$ cat src/rtl/sa_tile_scheduler.sv
// ---------------------------------------------------------------------------
// sa_tile_scheduler
//
// Sequences operand beats from an upstream source into a systolic array (SA)
// for one job of cmd_ntiles tiles, each cmd_klen beats long. It counts the
// tiles the SA emits and reports job completion with a single-cycle pulse.
//
// Optional feature: define SA_SCHED_PERF_EN to add the perf_cycles and
// perf_stall counters and their ports.
//
// Ports
//   clk, rst                     clock, synchronous active-high reset
//   cmd_valid/cmd_ready          command handshake
//   cmd_klen, cmd_ntiles         beats per tile, tiles per job
//   up_valid/up_ready, up_x/up_k upstream operand stream
//   sa_s_valid/sa_s_ready        SA input handshake, sa_s_last marks tile end
//   sa_sx_data, sa_sk_data       operands passed through to the SA
//   sa_m_valid/ready/last        SA output handshake (monitor only)
//   busy, done, err              status; done and err are one-cycle pulses
//   perf_cycles, perf_stall      (SA_SCHED_PERF_EN only) RUN+DRAIN cycles,
//                                RUN cycles stalled by the SA
// ---------------------------------------------------------------------------
module sa_tile_scheduler #(
  parameter int R   = 4,
  parameter int C   = 8,
  parameter int WX  = 4,
  parameter int WK  = 8,
  parameter int WKL = 16,
  parameter int WT  = 16
) (
  input  logic              clk,
  input  logic              rst,
  input  logic              cmd_valid,
  output logic              cmd_ready,
  input  logic [WKL-1:0]    cmd_klen,
  input  logic [WT-1:0]     cmd_ntiles,
  input  logic              up_valid,
  output logic              up_ready,
  input  logic [R*WX-1:0]   up_x,
  input  logic [C*WK-1:0]   up_k,
  output logic              sa_s_valid,
  input  logic              sa_s_ready,
  output logic              sa_s_last,
  output logic [R*WX-1:0]   sa_sx_data,
  output logic [C*WK-1:0]   sa_sk_data,
  input  logic              sa_m_valid,
  input  logic              sa_m_ready,
  input  logic              sa_m_last,
  output logic              busy,
  output logic              done,
  output logic              err
`ifdef SA_SCHED_PERF_EN
  ,
  output logic [31:0]       perf_cycles,
  output logic [31:0]       perf_stall
`endif
);

  // state  | meaning
  // IDLE   | waiting for a command; illegal commands pulse err and stay here
  // RUN    | streaming operand beats into the SA
  // DRAIN  | all input tiles sent, waiting for remaining output tiles
  // DONE   | one-cycle done pulse, then back to IDLE
  typedef enum logic [1:0] {S_IDLE, S_RUN, S_DRAIN, S_DONE} state_e;

  state_e         state_q, state_d;
  logic [WKL-1:0] klen_q, klen_d;
  logic [WKL-1:0] beat_q, beat_d;
  logic [WT-1:0]  ntiles_q, ntiles_d;
  logic [WT-1:0]  tile_in_q, tile_in_d;
  logic [WT-1:0]  tile_out_q, tile_out_d;
  logic           err_q, err_d;

  logic in_run;
  logic last_beat;
  logic beat_fire;
  logic out_tile;
  logic out_done;

  assign in_run    = (state_q == S_RUN);
  assign last_beat = (beat_q == klen_q - WKL'(1));
  assign beat_fire = in_run && up_valid && sa_s_ready && !rst;
  assign out_tile  = (in_run || state_q == S_DRAIN) && sa_m_valid && sa_m_ready && sa_m_last;

  always_comb begin
    state_d    = state_q;
    klen_d     = klen_q;
    beat_d     = beat_q;
    ntiles_d   = ntiles_q;
    tile_in_d  = tile_in_q;
    tile_out_d = tile_out_q;
    err_d      = 1'b0;
    out_done   = 1'b0;

    // Output count saturates at ntiles so stray extra tiles cannot wrap it.
    if (out_tile && tile_out_q != ntiles_q) tile_out_d = tile_out_q + WT'(1);
    // Uses the next count so the handshake cycle itself completes the job.
    out_done = (tile_out_d == ntiles_q);

    case (state_q)
      S_IDLE: begin
        tile_out_d = tile_out_q;
        if (cmd_valid) begin
          klen_d     = cmd_klen;
          ntiles_d   = cmd_ntiles;
          beat_d     = '0;
          tile_in_d  = '0;
          tile_out_d = '0;
          if (cmd_klen == '0 || cmd_ntiles == '0) err_d = 1'b1;
          else                                    state_d = S_RUN;
        end
      end
      S_RUN: begin
        if (beat_fire) begin
          if (last_beat) begin
            beat_d    = '0;
            tile_in_d = tile_in_q + WT'(1);
            if (tile_in_q == ntiles_q - WT'(1)) state_d = out_done ? S_DONE : S_DRAIN;
          end else begin
            beat_d = beat_q + WKL'(1);
          end
        end
      end
      S_DRAIN: begin
        if (out_done) state_d = S_DONE;
      end
      S_DONE: begin
        tile_out_d = tile_out_q;
        state_d    = S_IDLE;
      end
      default: state_d = S_IDLE;
    endcase
  end

  always_ff @(posedge clk) begin
    if (rst) begin
      state_q    <= S_IDLE;
      klen_q     <= '0;
      beat_q     <= '0;
      ntiles_q   <= '0;
      tile_in_q  <= '0;
      tile_out_q <= '0;
      err_q      <= 1'b0;
    end else begin
      state_q    <= state_d;
      klen_q     <= klen_d;
      beat_q     <= beat_d;
      ntiles_q   <= ntiles_d;
      tile_in_q  <= tile_in_d;
      tile_out_q <= tile_out_d;
      err_q      <= err_d;
    end
  end

  // Outputs are gated by rst so they read inactive throughout reset,
  // including the very first cycle before the state register is loaded.
  assign cmd_ready  = (state_q == S_IDLE) && !rst;
  assign up_ready   = in_run && sa_s_ready && !rst;
  assign sa_s_valid = in_run && up_valid && !rst;
  assign sa_s_last  = in_run && last_beat && !rst;
  assign sa_sx_data = up_x;
  assign sa_sk_data = up_k;
  assign busy       = (state_q != S_IDLE) && !rst;
  assign done       = (state_q == S_DONE) && !rst;
  assign err        = err_q && !rst;

`ifdef SA_SCHED_PERF_EN
  logic [31:0] perf_cycles_q, perf_stall_q;

  always_ff @(posedge clk) begin
    if (rst) begin
      perf_cycles_q <= '0;
      perf_stall_q  <= '0;
    end else if (state_q == S_IDLE && cmd_valid) begin
      perf_cycles_q <= '0;
      perf_stall_q  <= '0;
    end else begin
      if ((in_run || state_q == S_DRAIN) && perf_cycles_q != '1)
        perf_cycles_q <= perf_cycles_q + 32'd1;
      if (in_run && up_valid && !sa_s_ready && perf_stall_q != '1)
        perf_stall_q <= perf_stall_q + 32'd1;
    end
  end

  assign perf_cycles = perf_cycles_q;
  assign perf_stall  = perf_stall_q;
`endif

endmodule

$ cat config.mk
export PLATFORM = sky130hd
export DESIGN_NAME = sa_tile_scheduler
export DESIGN_NICKNAME = d
export VERILOG_FILES = /design/src/rtl/sa_tile_scheduler.sv
export SDC_FILE = /design/constraint.sdc
export NUM_CORES = 1
export LEC_CHECK = 0
export ABC_AREA = 1
export CORE_UTILIZATION = 60
export DETAILED_ROUTE_END_ITERATION = 8
export DONT_BUFFER_PORTS = 1
export HOLD_SLACK_MARGIN = 0.02
export PLACE_DENSITY = 0.76
export RECOVER_POWER = 25
export SLEW_MARGIN = 20
export SYNTH_ARGS = -nofsm -noshare
export SYNTH_HDL_FRONTEND = slang
export SYNTH_SLANG_ARGS = --single-unit
$ cat constraint.sdc
create_clock -name clk -period 2.9 [get_ports clk]
set_input_delay 0 -clock clk [delete_from_list [all_inputs] [get_ports clk]]
set_output_delay 0 -clock clk [all_outputs]
set_load 0.05 [all_outputs]
==> impl_metrics.tcl <==
set metrics [dict create \
    pre_cts_ws_ps 182 \
    die_w_um 104 \
    clkLatencyLatePin_ps 380 \
    synth_ff_type "dfxtp_1" \
    outcome "complete, no violations" \
    grt_pass1_vias 5774 \
    syn_inst 972 \
    drv_slew 0 \
    fillers 834 \
    fin_crit_ps 2620 \
    netlist_top_cells_area "dfxtp_1, nand2_1, buf_4" \
    fin_area_um2 7220 \
    ir_drop_mv 0.441 \
    ys_seq_elements 83 \
    grt_pass1_wl_um 28200 \
    synth_cell_types 41 \
    layout.nets 1138 \
    setup_ws_ps 283 \
    placed_area_um2 5830 \
    cts.reportedPaths.clkPinSlew_ps 80 \
    rsz0062_at_grt "no" \
    core_um2 9950 \
    setup-tns-final_ps 0 \
    drt_wl_total_um 17700 \
    total_leakage_power_nw 2.96 \
    clock_sinks 83 \
    ys_warn_count 0 \
    finalHoldViolations 0 \
    relSlewSlack_pct 35.0 \
    num_vias 6238 \
    critical_path_class "register to register" \
    layout-drive-gt1-share_pct 6.31 \
    wl_per_cell_um 15.4 \
    initial_utilization_pct 63.0 \
    cp_data_required_time_ps 3150 \
    synth_top_cell_area_share_pct 26.5 \
    gp_congestion 0.947 \
    yosys.area.top_type "dfxtp_1" \
    whs_ps 32.3 \
    grt_antenna_before_repair 3 \
    synth_edf_count 0 \
    root_buffer "clkbuf_8" \
    syn_to_final_growth_pct 15.2 \
    synth.avg_cell_area_um2 6.45 \
    io_pins 207 \
    syn_area_um2 6270 \
    synthTopCellsByCount "nand2_1, nor2_1, inv_1, dfxtp_1, buf_4" \
    finalSetupViolations 0 \
    cts_tree "done" \
    drv_cap 0 \
    hp-class "input pin to register" \
    numCtsBuffers 9 \
    viasPerCell 5.42 \
    arrival_ps 2870 \
    drcViolationCount 0 \
    powerDensity_nw_per_um2 702 \
    grtUsageTotal_pct 32.8 \
    end_kind "register" \
    rows 36 \
    tightest_slew_ps 971 \
    yosysSeqAreaShare_pct 26.5 \
    hpwl_um 12300 \
    grt_max_degree 60 \
    clockBufferDepth 2 \
    ant_nets 0 \
    die_area_um2 10900 \
    cts_setup_buffers 0 \
    die_y_um 104 \
    drt_iter0_markers 473 \
    finalClockSkew_ps 9.70 \
    max_freq_ghz 0.382 \
    io_buffers 0 \
    syn_nets 1101 \
    cts_htree_levels 3 \
    min_period_over_period_pct 90.3 \
    cp_max_fo 8 \
    async_flop_share_pct 0 \
    startpoint_type "register" \
    yosysMostFrequentCell "nand2_1" \
    firstDrtPassIters 7 \
    overflow 0 \
]
area by class of cell:
cell class,instances,area [um2],area share (%)
Multi-Input combinational cell,678,3510,48.6
Tap cell,133,166,2.31
Clock inverter,6,87.6,1.21
Clock buffer,10,138,1.91
Timing Repair Buffer,126,1230,17.1
Sequential cell,83,1660,23.0
Antenna cell,3,7.51,0.104
Inverter,111,417,5.77
sequential cells by signal (all words and copies together) (netlist names):
name        flops
state_q         2
beat_q         16
tile_out_q     16
ntiles_q       16
tile_in_q      16
klen_q         16
err_q           1
layer usage:
layer,vias to the layer above,routed length (um),track usage (%)
li1,3101,-,-
met1,2806,7710,41.9
met2,290,8260,55.3
met3,41,1170,3.70
met4,0,522,15.0
met5,-,0,0
critical path, cell delays in order, from the launching register on:
cell and delay, ps:
dfxtp_1 340, inv_1 100, ha_1 290, nand2_1 100, nor2_2 120, a21oi_1 120, nor2_1 130, inv_2 60
a21oi_4 240, inv_2 140, nor4_1 390, nand4_1 190, xor2_1 200, nor2_1 60
placed cells by master, fill, tap and decap left out, types with 5 or more instances in the layout:
cell type	n
nand3_1	47
a21oi_1	49
nor2_2	6
nand3b_1	7
xor2_1	54
nand4_1	21
clkbuf_8	10
nor2_1	132
nor3b_1	7
ha_1	9
nor4_1	10
inv_2	12
nand2_2	5
xnor2_1	14
inv_1	97
o21ai_0	53
nor3_1	23
nand2_1	213
dfxtp_1	83
dlygate4sd3_1	114
buf_4	12
power by group:
group          total, mW  switching, mW  internal (mW)
clock              0.967          0.457          0.510
sequential          1.47          0.183           1.29
combinational       2.63           1.79          0.842
total               5.07           2.43           2.64
kinds of logic (layout without fill, tap and decap cells):
kind of cell | Yosys count | count (layout) | synth area share [%]
AND/OR/NAND/NOR | 487 | 487 | 34.3
buffers and inverters | 211 | 253 | 17.8
AO/OA/AOI/OAI | 113 | 113 | 9.70
flip-flops | 83 | 83 | 26.5
XOR/XNOR | 69 | 69 | 9.86
adder cells (fa/ha/maj) | 9 | 9 | 1.80
other | 0 | 3 | 0
worst paths after layout:
kind,from,endpoint,slack [ps],depth (start not counted)
max,state_q[1],beat_q[15],280,13
min,rst,tile_in_q[8],30,3
max reg2reg,state_q[1],beat_q[15],280,13
min reg2reg,klen_q[1],klen_q[1],500,2
stage by stage:
| step | util (%) | total power, mW | instances |
|---|---|---|---|
| global route | 72.5 | 5.41 | 1150 |
| detailed placement | 58.5 | 3.71 | 1017 |
| finish | 72.5 | 5.07 | 1150 |
| global placement | 58.5 | 3.69 | 1017 |
| CTS | 72.3 | 5.02 | 1147 |
| floorplan | - | 3.51 | 972 |
repair_timing:
action,4_1_cts,5_1_grt
endpoints found under the setup margin,0,2
endpoints found under the hold margin,121,0
gates resized for setup,0,4
hold buffers,114,0
No activity file was read; power rests on OpenSTA's default activity.
